## config.mk

```make
export PLATFORM = sky130hd
export DESIGN_NAME = ca_row_stream
export DESIGN_NICKNAME = d
export VERILOG_FILES = /design/src/rtl/ca_pkg.sv /design/src/rtl/ca_row_fifo.sv /design/src/rtl/ca_row_stream.sv
export SDC_FILE = /design/constraint.sdc
export NUM_CORES = 1
export LEC_CHECK = 0
export ABC_AREA = 1
export CORE_MARGIN = 4
export CORE_UTILIZATION = 30
export CTS_BUF_LIST = sky130_fd_sc_hd__clkbuf_16
export DETAILED_ROUTE_END_ITERATION = 16
export PLACE_DENSITY = 0.47
export SLEW_MARGIN = 10
export SYNTH_ARGS = -nofsm -noshare
export SYNTH_HDL_FRONTEND = slang
export SYNTH_SLANG_ARGS = --single-unit
```

## constraint.sdc

```tcl
create_clock -name clk -period 3.4 [get_ports clk]
set_clock_uncertainty 0.1 [all_clocks]
set_input_delay 0.34 -clock clk [delete_from_list [all_inputs] [get_ports clk]]
set_output_delay 0.34 -clock clk [all_outputs]
set_load 0.1 [all_outputs]
```

## src/rtl/ca_pkg.sv

```systemverilog
// Shared types and constants for the cellular-automaton row streamer.
// Optional macro CA_ROW_HDR_EN adds a generation header byte to each frame.
package ca_pkg;

    localparam int unsigned ROW_W     = 32;
    localparam int unsigned ROW_BYTES = 4;
    localparam int unsigned GEN_W     = 8;
    localparam int unsigned IDX_W     = 3;

`ifdef CA_ROW_HDR_EN
    localparam int unsigned FRAME_BYTES = ROW_BYTES + 1;
`else
    localparam int unsigned FRAME_BYTES = ROW_BYTES;
`endif

    typedef enum logic {
        IDLE = 1'b0,
        SEND = 1'b1
    } ser_state_t;

    typedef struct packed {
`ifdef CA_ROW_HDR_EN
        logic [GEN_W-1:0] gen;
`endif
        logic [ROW_W-1:0] row;
    } row_entry_t;

    // Byte idx of the outgoing frame for a buffered entry
    function automatic logic [7:0] frame_byte(input row_entry_t e, input logic [IDX_W-1:0] idx);
        logic [7:0] b;
        b = 8'h00;
        case (idx)
`ifdef CA_ROW_HDR_EN
            3'd0:    b = e.gen;
            3'd1:    b = e.row[7:0];
            3'd2:    b = e.row[15:8];
            3'd3:    b = e.row[23:16];
            3'd4:    b = e.row[31:24];
`else
            3'd0:    b = e.row[7:0];
            3'd1:    b = e.row[15:8];
            3'd2:    b = e.row[23:16];
            3'd3:    b = e.row[31:24];
`endif
            default: b = 8'h00;
        endcase
        return b;
    endfunction

endpackage

```

## src/rtl/ca_row_fifo.sv

```systemverilog
// Synchronous FIFO of row entries; push is ignored when full, pop when empty.
module ca_row_fifo
    import ca_pkg::*;
#(
    parameter int unsigned DEPTH = 4
) (
    input  logic                   clk,
    input  logic                   rst,
    input  logic                   push,
    input  logic                   pop,
    input  row_entry_t             din,
    output row_entry_t             dout,
    output logic                   full,
    output logic                   empty,
    output logic [$clog2(DEPTH):0] level
);

    localparam int unsigned AW = $clog2(DEPTH);
    localparam int unsigned LW = AW + 1;

    row_entry_t    mem [DEPTH];
    logic [AW-1:0] wr_ptr;
    logic [AW-1:0] rd_ptr;
    logic          do_push;
    logic          do_pop;

    assign full    = (level == LW'(DEPTH));
    assign empty   = (level == '0);
    assign do_push = push && !full;
    assign do_pop  = pop && !empty;
    assign dout    = mem[rd_ptr];

    // Storage array, written at the tail
    always_ff @(posedge clk) begin
        if (do_push) begin
            mem[wr_ptr] <= din;
        end
    end

    // Pointers and occupancy; simultaneous push and pop leave level unchanged
    always_ff @(posedge clk or posedge rst) begin
        if (rst) begin
            wr_ptr <= '0;
            rd_ptr <= '0;
            level  <= '0;
        end else begin
            if (do_push) begin
                wr_ptr <= wr_ptr + AW'(1);
            end
            if (do_pop) begin
                rd_ptr <= rd_ptr + AW'(1);
            end
            case ({do_push, do_pop})
                2'b10:   level <= level + LW'(1);
                2'b01:   level <= level - LW'(1);
                default: level <= level;
            endcase
        end
    end

endmodule

```

## src/rtl/ca_row_stream.sv

```systemverilog
// Buffers automaton rows and serializes them LSB-byte-first onto an 8-bit
// valid/ready stream. Define CA_ROW_HDR_EN to prefix each frame with the
// generation number captured when the row was pushed.
module ca_row_stream
    import ca_pkg::*;
#(
    parameter int unsigned DEPTH = 4
) (
    input  logic                   clk,
    input  logic                   rst,
    input  logic [ROW_W-1:0]       row,
    input  logic                   row_valid,
    output logic [7:0]             m_data,
    output logic                   m_valid,
    input  logic                   m_ready,
    output logic [$clog2(DEPTH):0] level,
    output logic                   busy,
    output logic                   overflow,
    input  logic                   ovf_clr
);

    logic [GEN_W-1:0] gen_q;
    row_entry_t       push_entry;
    row_entry_t       fifo_dout;
    logic             fifo_full;
    logic             fifo_empty;
    logic             pop;

    ser_state_t       state_q;
    ser_state_t       state_d;
    logic [IDX_W-1:0] idx_q;
    logic [IDX_W-1:0] idx_d;
    row_entry_t       ent_q;
    row_entry_t       ent_d;
    logic [7:0]       data_d;
    logic             valid_d;
    logic             last;

    // Entry written to the FIFO: current row tagged with the pre-increment generation
    always_comb begin
        push_entry     = '0;
`ifdef CA_ROW_HDR_EN
        push_entry.gen = gen_q;
`endif
        push_entry.row = row;
    end

    ca_row_fifo #(
        .DEPTH (DEPTH)
    ) u_fifo (
        .clk   (clk),
        .rst   (rst),
        .push  (row_valid),
        .pop   (pop),
        .din   (push_entry),
        .dout  (fifo_dout),
        .full  (fifo_full),
        .empty (fifo_empty),
        .level (level)
    );

    // Generation counter and sticky overflow; a drop outranks a same-cycle clear
    always_ff @(posedge clk or posedge rst) begin
        if (rst) begin
            gen_q    <= '0;
            overflow <= 1'b0;
        end else begin
            if (row_valid) begin
                gen_q <= gen_q + GEN_W'(1);
            end
            if (row_valid && fifo_full) begin
                overflow <= 1'b1;
            end else if (ovf_clr) begin
                overflow <= 1'b0;
            end
        end
    end

    assign last = (idx_q == IDX_W'(FRAME_BYTES - 1));
    assign busy = (state_q == SEND);

    // Serializer next state: load from FIFO when idle or after the last byte, else step bytes
    always_comb begin
        state_d = state_q;
        idx_d   = idx_q;
        ent_d   = ent_q;
        data_d  = m_data;
        valid_d = m_valid;
        pop     = 1'b0;
        case (state_q)
            IDLE: begin
                if (!fifo_empty) begin
                    pop     = 1'b1;
                    ent_d   = fifo_dout;
                    idx_d   = '0;
                    data_d  = frame_byte(fifo_dout, '0);
                    valid_d = 1'b1;
                    state_d = SEND;
                end
            end
            SEND: begin
                if (m_ready) begin
                    if (!last) begin
                        idx_d  = idx_q + IDX_W'(1);
                        data_d = frame_byte(ent_q, idx_q + IDX_W'(1));
                    end else if (!fifo_empty) begin
                        pop    = 1'b1;
                        ent_d  = fifo_dout;
                        idx_d  = '0;
                        data_d = frame_byte(fifo_dout, '0);
                    end else begin
                        valid_d = 1'b0;
                        state_d = IDLE;
                    end
                end
            end
            default: begin
                valid_d = 1'b0;
                state_d = IDLE;
            end
        endcase
    end

    // Serializer registers; reset discards any partially sent row
    always_ff @(posedge clk or posedge rst) begin
        if (rst) begin
            state_q <= IDLE;
            idx_q   <= '0;
            ent_q   <= '0;
            m_data  <= '0;
            m_valid <= 1'b0;
        end else begin
            state_q <= state_d;
            idx_q   <= idx_d;
            ent_q   <= ent_d;
            m_data  <= data_d;
            m_valid <= valid_d;
        end
    end

endmodule

```

Yosys cells after proc, flatten, opt, wreduce, memory -nomap -nowiden. Memory sizes are Yosys's and may differ from the RTL's. Cells that the tools add are included.

$add $sub $neg: 5. Equal/unequal tests: 11. Muxes and demuxes: 30. Bitwise logic cells: 1. Reduce and logical (&&, ||, !) cells: 11.

Operators with widths (number): $mux 32 (3); $pmux 32 s2 (1); $pmux 8 s4 (1); $mux 8 (3); $pmux 8 s2 (1); $mux 1 (13); $pmux 3 s2 (2); $eq 3x2->1 const B (3); $mux 3 (3); $add 3x1->3 const B (2); $logic_not 3->1 (2); $ne 2x2->1 const B (3); $pmux 1 s2 (3); $add 2x1->2 const B (2); $reduce_and 4->1 (1); $reduce_bool 2->1 (2); $eq 3x1->1 const B (1); $eq 3x3->1 const B (1); $logic_and 1x1->1 (3); $sub 3x1->3 const B (1); $eq 2x1->1 const B (1); $eq 2x2->1 const B (1); $logic_not 1->1 (2); $ne 2x1->1 const B (1); 2 further kinds (2).

Register bits after elaboration: 53. Memory bits (writable): 128. Bits of input ports: 37. Memories: 1.

Memories: u_fifo.mem (depth 4, bits a word 32, rd ports 1, clocked after memory_dff 0, wr ports 1, line ca_row_fifo.sv:21) `row_entry_t mem [DEPTH];`.

Longest topological paths before layout. Gate-level depths: netlist of run 1.

Depth after elaboration: 8. Depth in mapped cells: 13.

Hierarchy. A second synthesis of run 1 with hierarchy kept.

Cells, all modules: 716. Area, all modules: 7816.2 um2.

Modules (own cells, without submodules): ca_row_fifo (times used 1, cells an instance 436, area an instance 5587.9 um2, sequential area each 4018.9 um2); ca_row_stream (times used 1, cells an instance 280, area an instance 2228.4 um2, sequential area each 1151.1 um2).

Least setup slack after synthesis of run 1. No wires, ideal clock.

Kind: register to register. From: reg u_fifo.level[0]. To: mem u_fifo.mem[0][0] in the netlist's numbering (enable). Setup time: 0.421 ns. Data arrival time: 2.700 ns. Required time: 2.879 ns. Slack: 0.179 ns. Stages on the path, launching flop included: 5. Clock period less this slack: 3.221 ns. Cell sequence: dfrtp_1 -> nor2_4 -> nand2_1 -> nand2_2 -> nor2_1.

Longest elaborated chain between the ends: 5.

Ends and longest elaborated chain: start, declared (line ca_row_fifo.sv:15) `output logic [$clog2(DEPTH):0] level`; start signal, assigned (line ca_row_fifo.sv:54) `2'b10: level <= level + LW'(1);`; start signal, assigned (line ca_row_fifo.sv:55) `2'b01: level <= level - LW'(1);`; start signal, assigned (line ca_row_fifo.sv:56) `default: level <= level;`; $eq 3x3->1 (line ca_row_fifo.sv:27) `assign full = (level == LW'(DEPTH));`; $logic_not 1->1 (line ca_row_fifo.sv:29) `assign do_push = push && !full;`; $logic_and 1x1->1 (line ca_row_fifo.sv:29); $mux 1 (line ca_row_fifo.sv:35) `if (do_push) begin`; $mux 1 (not written as such) (line ca_row_fifo.sv:36) `mem[wr_ptr] <= din;`; end, declared (line ca_row_fifo.sv:21).

No other way between the ends.

Final worst setup path of run 1.
From: reg idx_q[0]. To: reg u_fifo.level[2].

Longest elaborated chain between the ends: 7. Elaborated cells between the ends (all ways): 9. Those cells by class: 3 x eq/ne; 4 x mux; 2 x reduce/logical.

Ends and longest elaborated chain: start, declared (line ca_row_stream.sv:31) `logic [IDX_W-1:0] idx_q;`; start signal, assigned (line ca_row_stream.sv:134) `idx_q <= idx_d;`; $eq 3x2->1 (*) (line ca_row_stream.sv:79) `assign last = (idx_q == IDX_W'(FRAME_BYTES - 1));`; $mux 1 (*) (line ca_row_stream.sv:103) `if (!last) begin`; $mux 1 (*) (line ca_row_stream.sv:102) `if (m_ready) begin`; $pmux 1 s2 (*) (line ca_row_stream.sv:90) `case (state_q)`; $logic_and 1x1->1 (*) (line ca_row_fifo.sv:30) `assign do_pop = pop && !empty;`; $eq 2x1->1 or $eq 2x2->1 (tied branches) (line ca_row_fifo.sv:53) `case ({do_push, do_pop})`; $pmux 3 s2 or $reduce_bool 2->1 (tied branches).

Every way passes the cells marked *; elsewhere a longest branch is shown, timed or not. A chain may end at the register's enable or synchronous reset.

==> metrics.cfg, run 1 <==
[run_status]
outcome = finished, final reports clean

[clock_network]
tritoncts = yes
holdBufCountCts = 0
cts-root-buf = clkbuf_16
postCtsSetupRepairBufs = 0
htree_levels = 4
cts_sinks = 181
clk_pin_slew_worst_paths_ns = 0.07
insertion_delay_ns = 0.43
cts_resized = 0
cts_buffers = 17
cts_buffer_depth = 2

[floorplanning]
ios = 51
initial_core_util_pct = 30.6
core_area_sq_um = 24400
die_area_sq_um = 27400
row_count = 57
die_x_um = 166
die_h_um = 166

[grt]
grt_pass1_vias = 5003
grt.met3_usage_pct = 2.91
grt-busiest-layer = met2
grt_pass1_wl_um = 26200
met2_usage_pct = 20.8
grt_overflow = 0
grt_max_degree = 66
grt_usage_pct = 12.0
use_met1_pct = 14.6
antenna_found_initial = 0

[power]
power_mw = 7.93
clkPwrFrac_pct = 24.3
intPower_mw = 4.77
p_leak_nw = 3.52
p_switching_mw = 3.16
ir_drop_mv = 0.625
power_density_nw_per_um2 = 898
sw_frac_of_total_pct = 39.8
sequentialPowerShare_pct = 41.1
combPwrFrac_pct = 34.5

[worst_setup_path]
cp-end-kind = register
cp_slowest_cell = dfrtp_1
cp_num_buf_inv = 2
worstPathCellList = ha_1, ha_1, nand2_1, nand2_1, nand2_4, inv_4, ha_1, inv_1, fa_1, a21oi_1, o21ai_0, xor2_1
worstPathMaxFanout = 34
worst_path_dominant_cell_family = adder cells
arrival_ns = 2.83
worst-setup-path-type = reg2reg
crit_path_max_incr_delay_ns = 0.42
worst-r2r-cell-count = 12
path_common_cell = ha_1
worst_setup_path_start_kind = register
cp.required_ns = 3.60
worst-path-stages = 12

[yosys]
synth_area_per_cell_sq_um = 11.0
synth_compound_area_share_pct = 5.52
syn_nets = 729
yosysWarnings = 0
synth_top_family_by_area = simple AND/OR/NAND/NOR gates
synthSimpleGateAreaFrac_pct = 17.9
synth_xor_area_share_pct = 0.470
yosys_register_bits = 181
synthCells = 680
synth_area_sq_um = 7450
synth_fa_ha_area_share_pct = 2.11
synth.area.mux_share_pct = 0
ys_seq_area_share_pct = 69.4
ys_types = 28

[timing]
layout_min_cycle_time_ns = 2.64
rsz0062_at_grt = no
drv_slew = 0
setup_viol = 0
hold_viol = 0
worstMarginPinSlew_ns = 1.09
fmaxAchievable_mhz = 379
whs_ns = 0.286
relSlewSlack_pct = 27.1
fin_setup_tns_ns = 0
fin_ws_ns = 0.762
period_share_pct = 77.6

[detailed_routing]
drtPass1Iterations = 4
drt-total-wl_um = 16200
via_count = 4825
drc_errors = 0
drt_iter0_drc = 270
drt-vias-per-instance = 4.54
drtAntennaViolNets = 0
wl_per_cell_um = 15.2

[placement]
gp_congestion = 0.815
io_buffer_count = 50
dpl_cell_area_sq_um = 8240
hpwl_um = 10000
dpl_worst_slack_ns = 0.690

[cells_and_area]
nets = 775
design_area_sq_um = 8830
area_delta_synth_final_pct = 18.4
n_antenna_cell = 0
drive_gt1_share_pct = 7.44

[hold_path]
hp-class = in2async

[flow_run]
maxCapViolCount = 0

==> placed cells by master, fill, tap and decap left out, types with 6 or more instances in the layout <==
master	n
inv_1	37
nor2_2	6
dfrtp_1	52
clkbuf_16	17
nand2_1	190
o21ai_1	35
clkdlybuf4s50_1	50
o21ai_0	42
nand4_1	7
edfxtp_1	128
ha_1	11
nor2_1	82
nand3_1	36
buf_4	7
==> flip-flops by register name, indices dropped and copies added (netlist names) <==
name,flops
u_fifo.mem,128
ent_q,32
m_data,8
idx_q,3
u_fifo.level,3
u_fifo.rd_ptr,2
u_fifo.wr_ptr,2
busy,1
m_valid,1
overflow,1
==> logic make-up (layout without fill, tap and decap cells) <==
| logic type | Yosys count | in the layout |
|---|---|---|
| AOI/OAI and AO/OA | 82 | 82 |
| xor gates and xnor gates | 4 | 4 |
| adders and majority gates | 12 | 12 |
| buffers and inverters | 72 | 131 |
| DFF | 181 | 181 |
| and+or+nand+nor | 329 | 329 |
==> stage by stage <==
stage	instances	utilization [%]
final	1063	36.2
after global routing	1063	36.2
after CTS	1063	36.2
after detailed placement	1031	33.8
after global placement	1031	33.8
after floorplan	680	-
==> power by group through the flow <==
stage,clock network [mW],logic [mW],registers (mW)
6_report,1.93,2.74,3.26
5_1_grt,2.08,3.08,3.31
4_1_cts,1.99,2.82,3.27
3_5_place_dp,0,2.81,3.31
3_3_place_gp,0,2.76,3.29
2_1_floorplan,0,1.59,3.73
==> synth_stat cells (all sizes together) <==
library cell	number	area share [%]
edfxtp	128	52
a21oi	4	0.27
nor3	2	0.13
o21ai	77	5.2
nor2	89	4.6
nand4	7	0.59
nand3	36	2.4
ha	11	1.8
xor2	3	0.35
fa	1	0.27
and2	1	0.084
dfrtp	53	18
nand2	193	10
clkbuf	3	0.15
o22ai	1	0.084
xnor2	1	0.12
inv	42	2.1
buf	27	2.3
or2	1	0.084
==> per-layer routing <==
| metal | wire [um] | vias to the layer above |
|---|---|---|
| met5 | 0 | - |
| met4 | 336 | 0 |
| met3 | 509 | 17 |
| met2 | 8120 | 83 |
| met1 | 7240 | 2370 |
| li1 | - | 2355 |
==> worst paths after layout <==
path                          start                to  slack, ns
setup / recovery           idx_q[0]   u_fifo.level[2]       0.76
hold / removal                  rst  u_fifo.wr_ptr[0]       0.29
setup reg to reg           idx_q[0]   u_fifo.level[2]       0.76
hold reg to reg            ent_q[1]          ent_q[1]       0.39
max in group asynchronous       rst         m_data[1]       2.15
min in group clk           ent_q[1]          ent_q[1]       0.39
==> cell type report <==
type / instances / area (sq um)
well taps: 324 / 405
repair buffers: 57 / 553
inverters: 42 / 160
fillers: 2370 / 15600
clock buffers: 17 / 425
clock inverters: 15 / 165
flip-flops and latches: 181 / 5170
multi-input cells: 427 / 1950
Note: power is estimated with default switching activity, not from simulation.
==> run 2, diff against run 1 <==
==> constraint.sdc (replaced) <==
create_clock -name clk -period 2.65 [get_ports clk]
set_clock_uncertainty 0.1 [all_clocks]
set_input_delay 0.265 -clock clk [delete_from_list [all_inputs] [get_ports clk]]
set_output_delay 0.265 -clock clk [all_outputs]
set_load 0.1 [all_outputs]
==> run 2 against run 1 <==
  * Global-route usage up 0.062 points
  * Fmax up 15%
  * Flip-flop and latch count unchanged
==> metrics.cfg, run 2 (synthesized netlist as in run 1, its figures left out) <==
[cells_and_area]
n_antenna_cell = 0
layout.cells.non_filler = 1067
final_common_cell = nand2_1
mostFrequentLayoutCells = nand2_1, edfxtp_1, nor2_1
largest_register_ffs = 128
nets = 780
area_delta_synth_final_pct = 19.0
top_regs = u_fifo.mem x128, ent_q x32, m_data x8
drive_gt1_share_pct = 9.83
top_register = u_fifo.mem

[power]
intPower_mw = 6.15
sw_frac_of_total_pct = 39.5
p_switching_mw = 4.01
ir_drop_mv = 0.693
sequentialPowerShare_pct = 40.9
clkPwrFrac_pct = 23.3
power_mw = 10.2
power_density_nw_per_um2 = 1150
combPwrFrac_pct = 35.8
p_leak_nw = 3.57

[worst_setup_path]
cp.required_ns = 2.85
worst_path_dominant_cell_family = adder cells
reg2reg_slack_ns = 0.35
worst_setup_path_start_kind = register
arrival_ns = 2.50
cp_num_buf_inv = 2
cp-end-kind = register
path_common_cell = ha_1
crit_path_max_incr_delay_ns = 0.41
cp_slowest_cell = dfrtp_1
worstPathCellList = ha_1, ha_1, nand2_1, nand2_1, nand2_4, inv_4, ha_1, inv_1, fa_1, a21oi_1, o21ai_0, xor2_1
worstPathMaxFanout = 5
worst-setup-path-type = reg2reg

[clock_network]
holdBufCountCts = 0
cts_buffer_depth = 2
htree_levels = 4
clk_pin_slew_worst_paths_ns = 0.07
tritoncts = yes
cts-root-buf = clkbuf_16
postCtsSetupRepairBufs = 0
cts_sinks = 181
cts_buffers = 17
cts_resized = 0
insertion_delay_ns = 0.42

[detailed_routing]
routed.top_layer = met4
wl_per_cell_um = 15.3
via_count = 4763
drt-total-wl_um = 16300
drtAntennaViolNets = 0
drt_iter0_drc = 255
drtPass1Iterations = 4
drc_errors = 0
wl_met2_um = 8220
met1Wirelength_um = 7380
drt-vias-per-instance = 4.46
route.met3.wl_um = 510

[grt]
antenna_found_initial = 0
grt_pass1_wl_um = 26200
grt_usage_pct = 12.1
grt_pass1_vias = 4913
grt_max_degree = 66
grt_overflow = 0

[placement]
dp.cells = 1036
dpl_worst_slack_ns = 0.323
gp_congestion = 0.753
io_buffer_count = 50
hpwl_um = 10100

[run_status]
outcome = finished, final reports clean

[flow_run]
maxCapViolCount = 0

[timing]
rsz0062_at_grt = no
fin_ws_ns = 0.351
fin_setup_tns_ns = 0
hold_viol = 0
worstMarginPinSlew_ns = 0.759
relSlewSlack_pct = 49.4
drv_slew = 0
setup_viol = 0
layout_min_cycle_time_ns = 2.30
period_share_pct = 86.7
fmaxAchievable_mhz = 435

[floorplanning]
ios = 51
die_area_sq_um = 27400
initial_core_util_pct = 30.6
row_count = 57
core_area_sq_um = 24400
die_h_um = 166
die_x_um = 166

[hold_path]
hp-class = in2async

==> run 2: changes by cell type in the layout (fill, tap and decap cells not counted) <==
cell,previous run,this run
clkinvlp_4,4,3
buf_12,0,6
clkinv_8,1,0
clkinv_4,1,2
inv_6,4,2
clkinv_1,0,2
inv_8,4,2
clkinv_2,0,2
dfrtp_2,1,3
buf_4,7,20
clkdlybuf4s50_1,50,36
dfrtp_1,52,50
==> run 2: power groups by stage <==
stage	clock (mW)	sequential, mW	combinational, mW
floorplan	0	4.78	2.05
global route	2.55	4.23	4.05
CTS	2.44	4.17	3.74
global placement	0	4.21	3.67
detailed placement	0	4.22	3.73
finish	2.37	4.16	3.64
==> run 2: final timing paths <==
| path | start | endpoint | cells past startpoint |
|---|---|---|---|
| max | idx_q[0] | u_fifo.level[2] | 12 |
| min | rst | u_fifo.wr_ptr[1] | 2 |
| max reg2reg | idx_q[0] | u_fifo.level[2] | 12 |
| min reg2reg | ent_q[9] | ent_q[9] | 2 |
| max in group asynchronous | rst | ent_q[14] | 3 |
| min in group clk | ovf_clr | overflow | 2 |
==> run 2: metrics by stage <==
stage	area [sq um]	util, %	hold WS (ns)
final	8870	36.4	0.182
after global routing	8870	36.4	0.243
after CTS	8870	36.4	0.213
after detailed placement	8320	34.1	0.375
after global placement	8320	34.1	0.375
after floorplan	7470	-	0.264
==> run 2: cell type report <==
type                       instances  area (sq um)
clock buffer                      17           425
clock inverter                    14           128
fill                            2397         15500
inverter                          42           160
multi-input combinational        427          1950
sequential                       181          5170
tap                              324           405
timing repair buffer              62           631
==> run 2: routing by layer <==
metal  global-route usage [%]  up-vias
met2                     21.0       65
li1                         -     2365
met5                        0        -
met3                     3.24        9
met4                     3.34        0
met1                     14.9     2324
